## config.mk

```make
export PLATFORM = sky130hd
export DESIGN_NAME = issue_fifo
export DESIGN_NICKNAME = d
export VERILOG_FILES = /design/src/rtl/ariane_pkg.sv /design/src/rtl/issue_fifo.sv
export SDC_FILE = /design/constraint.sdc
export NUM_CORES = 1
export LEC_CHECK = 0
export BUFFER_PORTS_ARGS = -buffer_cell sky130_fd_sc_hd__buf_2
export CAP_MARGIN = 10
export CORE_UTILIZATION = 35
export DETAILED_ROUTE_END_ITERATION = 16
export PLACE_DENSITY = 0.65
export RECOVER_POWER = 25
export SYNTH_ARGS = -nofsm -noshare
export SYNTH_HDL_FRONTEND = slang
export SYNTH_SLANG_ARGS = --single-unit
```

## constraint.sdc

```tcl
create_clock -name clk_i -period 3.06 [get_ports clk_i]
set_clock_uncertainty 0.1 [all_clocks]
set_input_delay 0.612 -clock clk_i [delete_from_list [all_inputs] [get_ports clk_i]]
set_output_delay 0.612 -clock clk_i [all_outputs]
set_load 0.01 [all_outputs]
```

## src/rtl/ariane_pkg.sv

```systemverilog
// Shared core types: functional-unit encoding, the decoded scoreboard entry,
// and the issue buffer depth used by issue_stage.
package ariane_pkg;

  localparam int unsigned ISSUE_FIFO_DEPTH = 4;

  typedef enum logic [2:0] {
    NONE,
    LOAD,
    STORE,
    ALU,
    BRANCH,
    MULT,
    CSR
  } fu_t;

  typedef struct packed {
    logic [31:0] pc;
    fu_t         fu;
    logic [6:0]  op;
    logic [4:0]  rs1;
    logic [4:0]  rs2;
    logic [4:0]  rd;
    logic [31:0] result;
    logic        valid;
  } scoreboard_entry_t;

endpackage

```

## src/rtl/issue_fifo.sv

```systemverilog
// Elastic issue buffer between the scoreboard issue port and instr_reorder:
// in-order head plus a one-entry peek, throttled on debug and on a buffered branch.
module issue_fifo
  import ariane_pkg::*;
#(
  parameter int unsigned DEPTH = ISSUE_FIFO_DEPTH
) (
  input  logic                       clk_i,
  input  logic                       rst_ni,
  input  logic                       flush_i,
  input  logic                       debug_req_i,
  input  scoreboard_entry_t          issue_entry_i,
  input  logic                       issue_entry_valid_i,
  input  logic                       is_ctrl_flow_i,
  output logic                       issue_instr_ack_o,
  output scoreboard_entry_t          issue_entry_o,
  output logic                       issue_entry_valid_o,
  output logic                       is_ctrl_flow_o,
  input  logic                       issue_instr_ack_i,
  output scoreboard_entry_t          peek_entry_o,
  output logic                       peek_valid_o,
  output logic [$clog2(DEPTH+1)-1:0] count_o
);

  localparam int unsigned PTR_W = $clog2(DEPTH);
  localparam int unsigned CNT_W = $clog2(DEPTH + 1);

  typedef struct packed {
    scoreboard_entry_t sbe;
    logic              is_ctrl_flow;
  } slot_t;

  slot_t            mem_q [DEPTH];
  logic [PTR_W-1:0] wr_ptr_q, wr_ptr_d;
  logic [PTR_W-1:0] rd_ptr_q, rd_ptr_d;
  logic [CNT_W-1:0] count_q, count_d;
  logic             ctrl_pending_q, ctrl_pending_d;
  logic             push, pop;
  slot_t            head, peek;

  assign head = mem_q[rd_ptr_q];
  assign peek = mem_q[rd_ptr_q + PTR_W'(1)];

  // Acceptance depends only on registered state and upstream inputs, never on issue_instr_ack_i.
  assign push = issue_entry_valid_i & (count_q != CNT_W'(DEPTH)) & ~ctrl_pending_q
              & ~debug_req_i & ~flush_i;
  assign pop  = issue_instr_ack_i & issue_entry_valid_o;

  assign issue_instr_ack_o   = push;
  assign issue_entry_o       = head.sbe;
  assign is_ctrl_flow_o      = head.is_ctrl_flow;
  assign issue_entry_valid_o = (count_q != '0) & ~flush_i;
  assign peek_entry_o        = peek.sbe;
  assign peek_valid_o        = (count_q >= CNT_W'(2)) & ~flush_i;
  assign count_o             = count_q;

  always_comb begin
    // NOTE: every next-state signal takes its hold value first, so no path infers a latch.
    wr_ptr_d       = wr_ptr_q;
    rd_ptr_d       = rd_ptr_q;
    count_d        = count_q;
    ctrl_pending_d = ctrl_pending_q;
    if (flush_i) begin
      wr_ptr_d       = '0;
      rd_ptr_d       = '0;
      count_d        = '0;
      ctrl_pending_d = 1'b0;
    end else begin
      if (push) begin
        wr_ptr_d = wr_ptr_q + PTR_W'(1);
        if (is_ctrl_flow_i) ctrl_pending_d = 1'b1;
      end
      if (pop) begin
        rd_ptr_d = rd_ptr_q + PTR_W'(1);
        if (head.is_ctrl_flow) ctrl_pending_d = 1'b0;
      end
      unique case ({push, pop})
        2'b10:   count_d = count_q + CNT_W'(1);
        2'b01:   count_d = count_q - CNT_W'(1);
        default: count_d = count_q;
      endcase
    end
  end

  always_ff @(posedge clk_i or negedge rst_ni) begin
    // NOTE: state registers use non-blocking assignments so every flop samples pre-edge values.
    if (!rst_ni) begin
      wr_ptr_q       <= '0;
      rd_ptr_q       <= '0;
      count_q        <= '0;
      ctrl_pending_q <= 1'b0;
    end else begin
      wr_ptr_q       <= wr_ptr_d;
      rd_ptr_q       <= rd_ptr_d;
      count_q        <= count_d;
      ctrl_pending_q <= ctrl_pending_d;
    end
  end

  always_ff @(posedge clk_i or negedge rst_ni) begin
    if (!rst_ni) begin
      // NOTE: storage is reset so head and peek read '0 out of reset instead of X.
      for (int i = 0; i < DEPTH; i++) mem_q[i] <= '0;
    end else if (push) begin
      mem_q[wr_ptr_q] <= '{sbe: issue_entry_i, is_ctrl_flow: is_ctrl_flow_i};
    end
  end

endmodule

```

* Word level (Yosys, flattened, before mapping) *
Cells that the tools add are included.

storage, ports and cells
  input bits = 97
  output and inout port bits = 187
  memories kept = 0
  word-level logic and storage cells = 90
  bits in registers = 372
  bits in read-only memories = 0
  latch bits = 0
  memory bits (writable) = 0

cells by class
  eq/ne operators = 3
  $lt $le $gt $ge = 5
  add/sub/neg operators = 4
  div/mod/pow operators = 0
  reductions and logical operators = 5
  bitwise gates (word level) = 13
  $mul = 0
  shift-type cells = 0
  multiplexer cells = 20

operators by type and width
  kind                                                                number
  two-way mux 91 bit                                                  5
  binary-select mux 91 bit (select 2 bit)                             2
  bitwise mux 364 bit                                                 1
  demux 91 bit (select 2 bit)                                         1
  greater-or-equal comparator 3 bit (second input constant)           3
  NOT 2 -> 3 bit                                                      3
  two-way mux 2 bit                                                   4
  bitwise AND 1 bit                                                   7
  one-hot mux 3 bit (2 select lines)                                  1
  nonzero test 3 bit                                                  2
  two-way mux 1 bit                                                   5
  adder 2 x 1 -> 2 bit (second input constant)                        2
  nonzero test 2 bit                                                  2
  adder 3 x 1 -> 3 bit (second input constant)                        1
  greater-or-equal comparator 3 x 2 -> 1 bit (second input constant)  1
  < comparator 3 x 1 -> 1 bit (second input constant)                 1
  two-way mux 3 bit                                                   1
  != test 3 bit (second input constant)                               1
  NOT 1 bit                                                           3
  subtractor 3 x 1 -> 3 bit (second input constant)                   1
  == test 2 x 1 -> 1 bit (second input constant)                      1
  == test 2 bit (second input constant)                               1
  logical AND 1 bit                                                   1

* Logic depth before layout (Yosys ltp) *
  word-level depth = 9
  mapped depth = 7
  gate-level depth less buffers = 6

* Worst setup path after synthesis *
Ideal clock, no wire load.

  kind = in2reg
  start point = input port debug_req_i
  end point = register count_q[1], in the netlist count_o[1]
  path buffers = 1
  library setup time = 0.125 ns
  cell stages on the path = 7
  arrival time = 2.302 ns
  slack = 0.533 ns
  required time = 2.835 ns
  cells stage by stage = or3b_1 buf_6 a21oi_1 nor3b_1 fa_1 a21oi_1 a2111oi_0

on the way
  longest elaborated chain between the ends = 6
  elaborated cells between the ends (all ways) = 8
  those cells by class = eq/ne: 2; mux: 2; bitwise: 3; reduce/logical: 1

ends and longest elaborated chain
  what                                                            RTL line          text
  from (decl)                                                     issue_fifo.sv:11  input logic debug_req_i,
  NOT 1 bit (*)                                                   issue_fifo.sv:46  & ~debug_req_i & ~flush_i;
  bitwise AND 1 bit (*) (2 in a row)                              issue_fifo.sv:46
  == test 2 x 1 -> 1 bit / == test 2 bit (equally long branches)  issue_fifo.sv:77  unique case ({push, pop})
  one-hot mux 3 bit (2 select lines)                              issue_fifo.sv:77
  two-way mux 3 bit                                               issue_fifo.sv:63  if (flush_i) begin
  to (signal assigned)                                            issue_fifo.sv:95  count_q <= count_d;
  to (decl)                                                       issue_fifo.sv:36  logic [CNT_W-1:0] count_q, count_d;

Mark *: on every way between the ends. The rest lies on a longest branch, timed or not.
A chain may end at the register's enable or synchronous reset.

==> tab_implementation.tex <==
\begin{tabular}{lr}
\hline
Metric & Value \\
\hline
\multicolumn{2}{l}{\textbf{Run status}} \\
Result of the run & completed \\
\multicolumn{2}{l}{\textbf{Pwr}} \\
Power density over the cells & 685 nW/um2 \\
Static power due to leakage & 0.0106 uW \\
Worst VDD drop & 0.459 mV \\
\multicolumn{2}{l}{\textbf{Synthesis}} \\
Synth area leaders & sky130\_fd\_sc\_hd\_\_dfrtp\_1 46\%, sky130\_fd\_sc\_hd\_\_mux2\_4 27\%, sky130\_fd\_sc\_hd\_\_mux4\_2 20\% \\
FF+latch count, synth & 372 \\
Syn Std Cell Area & 20200 um2 \\
Mean area per synthesized cell & 19.1 um2 \\
Yosys top cell by area & sky130\_fd\_sc\_hd\_\_dfrtp\_1 \\
Count of flip-flops with a built-in enable after synthesis & 0 \\
Most common cell in the synthesized netlist & sky130\_fd\_sc\_hd\_\_dfrtp\_1 \\
Fraction of synthesized cell area taken by the top area cell type & 46.0\% \\
Fraction of the yosys area taken by sequential cells & 46.0\% \\
Most common flop cell mapped by yosys & sky130\_fd\_sc\_hd\_\_dfrtp\_1 \\
Synthesis Warnings & 0 \\
Post-Synthesis Cells & 1060 \\
Ranking of synthesized cells by instance count & 372 x sky130\_fd\_sc\_hd\_\_dfrtp\_1, 360 x sky130\_fd\_sc\_hd\_\_mux2\_4, 181 x sky130\_fd\_sc\_hd\_\_mux4\_2, 40 x sky130\_fd\_sc\_hd\_\_buf\_12, 17 x sky130\_fd\_sc\_hd\_\_buf\_2 \\
Net count of the mapped netlist & 1162 \\
Number of distinct library cells after synthesis & 36 \\
Post-synthesis async set-or-reset flop share & 100\% \\
\multicolumn{2}{l}{\textbf{Detailed routing}} \\
Post-route ant nets & 0 \\
TritonRoute pass-1 iters & 4 \\
Count of routing violations after the opening detailed-route iteration & 664 \\
DRT Wirelength & 47300 um \\
Overall via count from detail\_route & 11200 \\
Routed wire per std cell & 21.9 um \\
Via density per instance & 5.21 \\
Drc violations & 0 \\
\multicolumn{2}{l}{\textbf{Setup path}} \\
Max stage delay on crit path & 580 ps \\
Required time worst endpoint & 2350 ps \\
Peak fanout along the critical path & 34 \\
Standard cell with the maximum stage delay on the critical path & sky130\_fd\_sc\_hd\_\_mux4\_2 \\
Worst path arrival time & 2220 ps \\
List of cells traversed by the critical path & buf\_12, buf\_16, mux4\_2, buf\_2 \\
Endpoint class of the critical path & output pin \\
Critical path type & reg -> out \\
Critical path startpoint category & flip-flop \\
\multicolumn{2}{l}{\textbf{Global route}} \\
Global-route wire length before repair & 74200 um \\
GRT Residual Overflow & 0 \\
Vias in the first global route & 12200 \\
Largest net degree at the start of global routing & 81 \\
Number of antenna violations at the first check in global routing & 2 \\
Overall Global Routing Usage & 16.0\% \\
\multicolumn{2}{l}{\textbf{Floorplan}} \\
Placeable core region & 56800 um2 \\
Height of the die & 243 um \\
Starting utilization of the core area & 35.6\% \\
Ports placed on the boundary & 284 \\
Row Count & 87 \\
Die area & 58800 um2 \\
Horiz. Die Dim & 243 um \\
\multicolumn{2}{l}{\textbf{STA}} \\
Aggregate negative setup slack & 0 ps \\
Final Setup Violations & 0 \\
Measured slew at the worst slew-check pin & 1210 ps \\
Setup repair after global routing missed its margin & false \\
Slew Viols, Final & 0 \\
Final Hold Viols & 0 \\
Highest Clock Rate & 341 MHz \\
Final period utilization & 95.9\% \\
Fin crit period & 2930 ps \\
Worst max-slew margin expressed relative to the limit & 19.3\% \\
\multicolumn{2}{l}{\textbf{Clocking}} \\
Latest clock arrival within the worst-skew pair & 550 ps \\
Depth of the CTS H-tree & 2 \\
Buffer type at the clock tree root & sky130\_fd\_sc\_hd\_\_clkbuf\_16 \\
CTS tree & done \\
Inserted Clock Buffers & 43 \\
CTS clk-pin slew, worst paths & 60 ps \\
Maximum count of clock buffers along a single path & 3 \\
Total clock sinks & 372 \\
Post-CTS setup buffers & 0 \\
\multicolumn{2}{l}{\textbf{Final layout}} \\
Number of fill cells & 5099 \\
Fraction of final layout cells sized beyond drive strength 1 & 68.2\% \\
Total Nets Final & 1468 \\
Non-filler instance count after layout & 2156 \\
Area overhead of the layout relative to synthesis & 17.6\% \\
\multicolumn{2}{l}{\textbf{Hold path}} \\
Path type of the worst min-delay path & in -> reg \\
\multicolumn{2}{l}{\textbf{Placed design}} \\
Cells after DPL & 2075 \\
HPWL after detailed placement & 31300 um \\
Buffers on Ports & 283 \\
GP Congestion & 0.780 \\
\multicolumn{2}{l}{\textbf{Run}} \\
Count of maximum capacitance violations & 0 \\
\hline
\end{tabular}
-- worst max-delay path, delay by kind of cell (launching register included) --
| family | cells | cell delay (ps) |
|---|---|---|
| mux | 1 | 580 |
| flops | 1 | 440 |
| buf+inv | 3 | 620 |
-- layer usage --
layer  GRT usage, %  wire length [um]
met3           3.18              2450
met5              0                11
met2           25.4             22800
met4           5.38              1300
met1           21.9             20700
-- layout make-up --
type | count | area [um2] | share of cell area (%)
Timing Repair Buffer | 347 | 2220 | 9.33
Sequential cell | 372 | 9320 | 39.1
Inverter | 2 | 7.51 | 0.0315
Antenna cell | 2 | 5.00 | 0.0210
Clock inverter | 11 | 116 | 0.489
Clock buffer | 66 | 1270 | 5.35
Tap cell | 756 | 946 | 3.97
Multi-Input combinational cell | 600 | 9930 | 41.7
-- through the flow --
step | utilization [%] | power, uW | area (um2) | hold slack [ps] | setup WS, ps
floorplan | - | 9590 | 20200 | 216 | 533
global placement | 39.5 | 11200 | 22400 | 393 | 241
detailed placement | 39.5 | 11300 | 22400 | 394 | 280
CTS | 41.9 | 16500 | 23800 | 191 | 4.73
global route | 41.9 | 17100 | 23800 | 209 | 5.29
finish | 41.9 | 16300 | 23800 | 243 | 126
-- final timing paths --
| kind | from | endpoint | slack, ps | cells after the start |
|---|---|---|---|---|
| max | rd_ptr_q[1]$_DFFE_PN0P_ | peek_entry_o[14] | 130 | 4 |
| min | issue_entry_i[64] | mem_q[338]$_DFFE_PN0P_ | 240 | 2 |
| max reg2reg | ctrl_pending_q$_DFF_PN0_ | mem_q[85]$_DFFE_PN0P_ | 580 | 6 |
| min reg2reg | mem_q[91]$_DFFE_PN0P_ | mem_q[91]$_DFFE_PN0P_ | 410 | 1 |
| max in group asynchronous | rst_ni | mem_q[78]$_DFFE_PN0P_ | 720 | 3 |
| min in group asynchronous | rst_ni | mem_q[102]$_DFFE_PN0P_ | 540 | 2 |
-- what timing repair did --
item | CTS | global route
hold endpoints to repair | 59 | 0
hold buffers | 1 | 0
gates resized for setup | 0 | 2
endpoints found under the setup margin | 0 | 31
-- cell usage in the layout (no fill, tap or decap), types with 6 or more instances in the layout --
cell type / instances
sky130_fd_sc_hd__dfrtp_1: 370
sky130_fd_sc_hd__mux2_4: 360
sky130_fd_sc_hd__buf_2: 282
sky130_fd_sc_hd__mux4_2: 181
sky130_fd_sc_hd__clkbuf_16: 46
sky130_fd_sc_hd__buf_4: 27
sky130_fd_sc_hd__buf_12: 23
sky130_fd_sc_hd__clkbuf_1: 22
sky130_fd_sc_hd__nor2_1: 9
sky130_fd_sc_hd__clkbuf_8: 7
sky130_fd_sc_hd__a21oi_1: 6
sky130_fd_sc_hd__clkinv_2: 6
-- sequential cells by signal, indices dropped and copies added (netlist names) --
name,flops
mem_q,364
count_o,3
rd_ptr_q,2
wr_ptr_q,2
ctrl_pending_q,1
-- cells by family after synthesis --
group	share of synthesized area, %
and+or+nand+nor	0.754
xor gates and xnor gates	0.216
adders and majority gates	0.346
AOI/OAI and AO/OA	0.581
DFF	46.0
muxes	47.1
buffers and inverters	4.99
-- power by group --
group	internal [uW]	switching, uW
logic	2850	1710
registers	5860	787
clock network	3040	2060
Power figures use the tool's default switching activity.
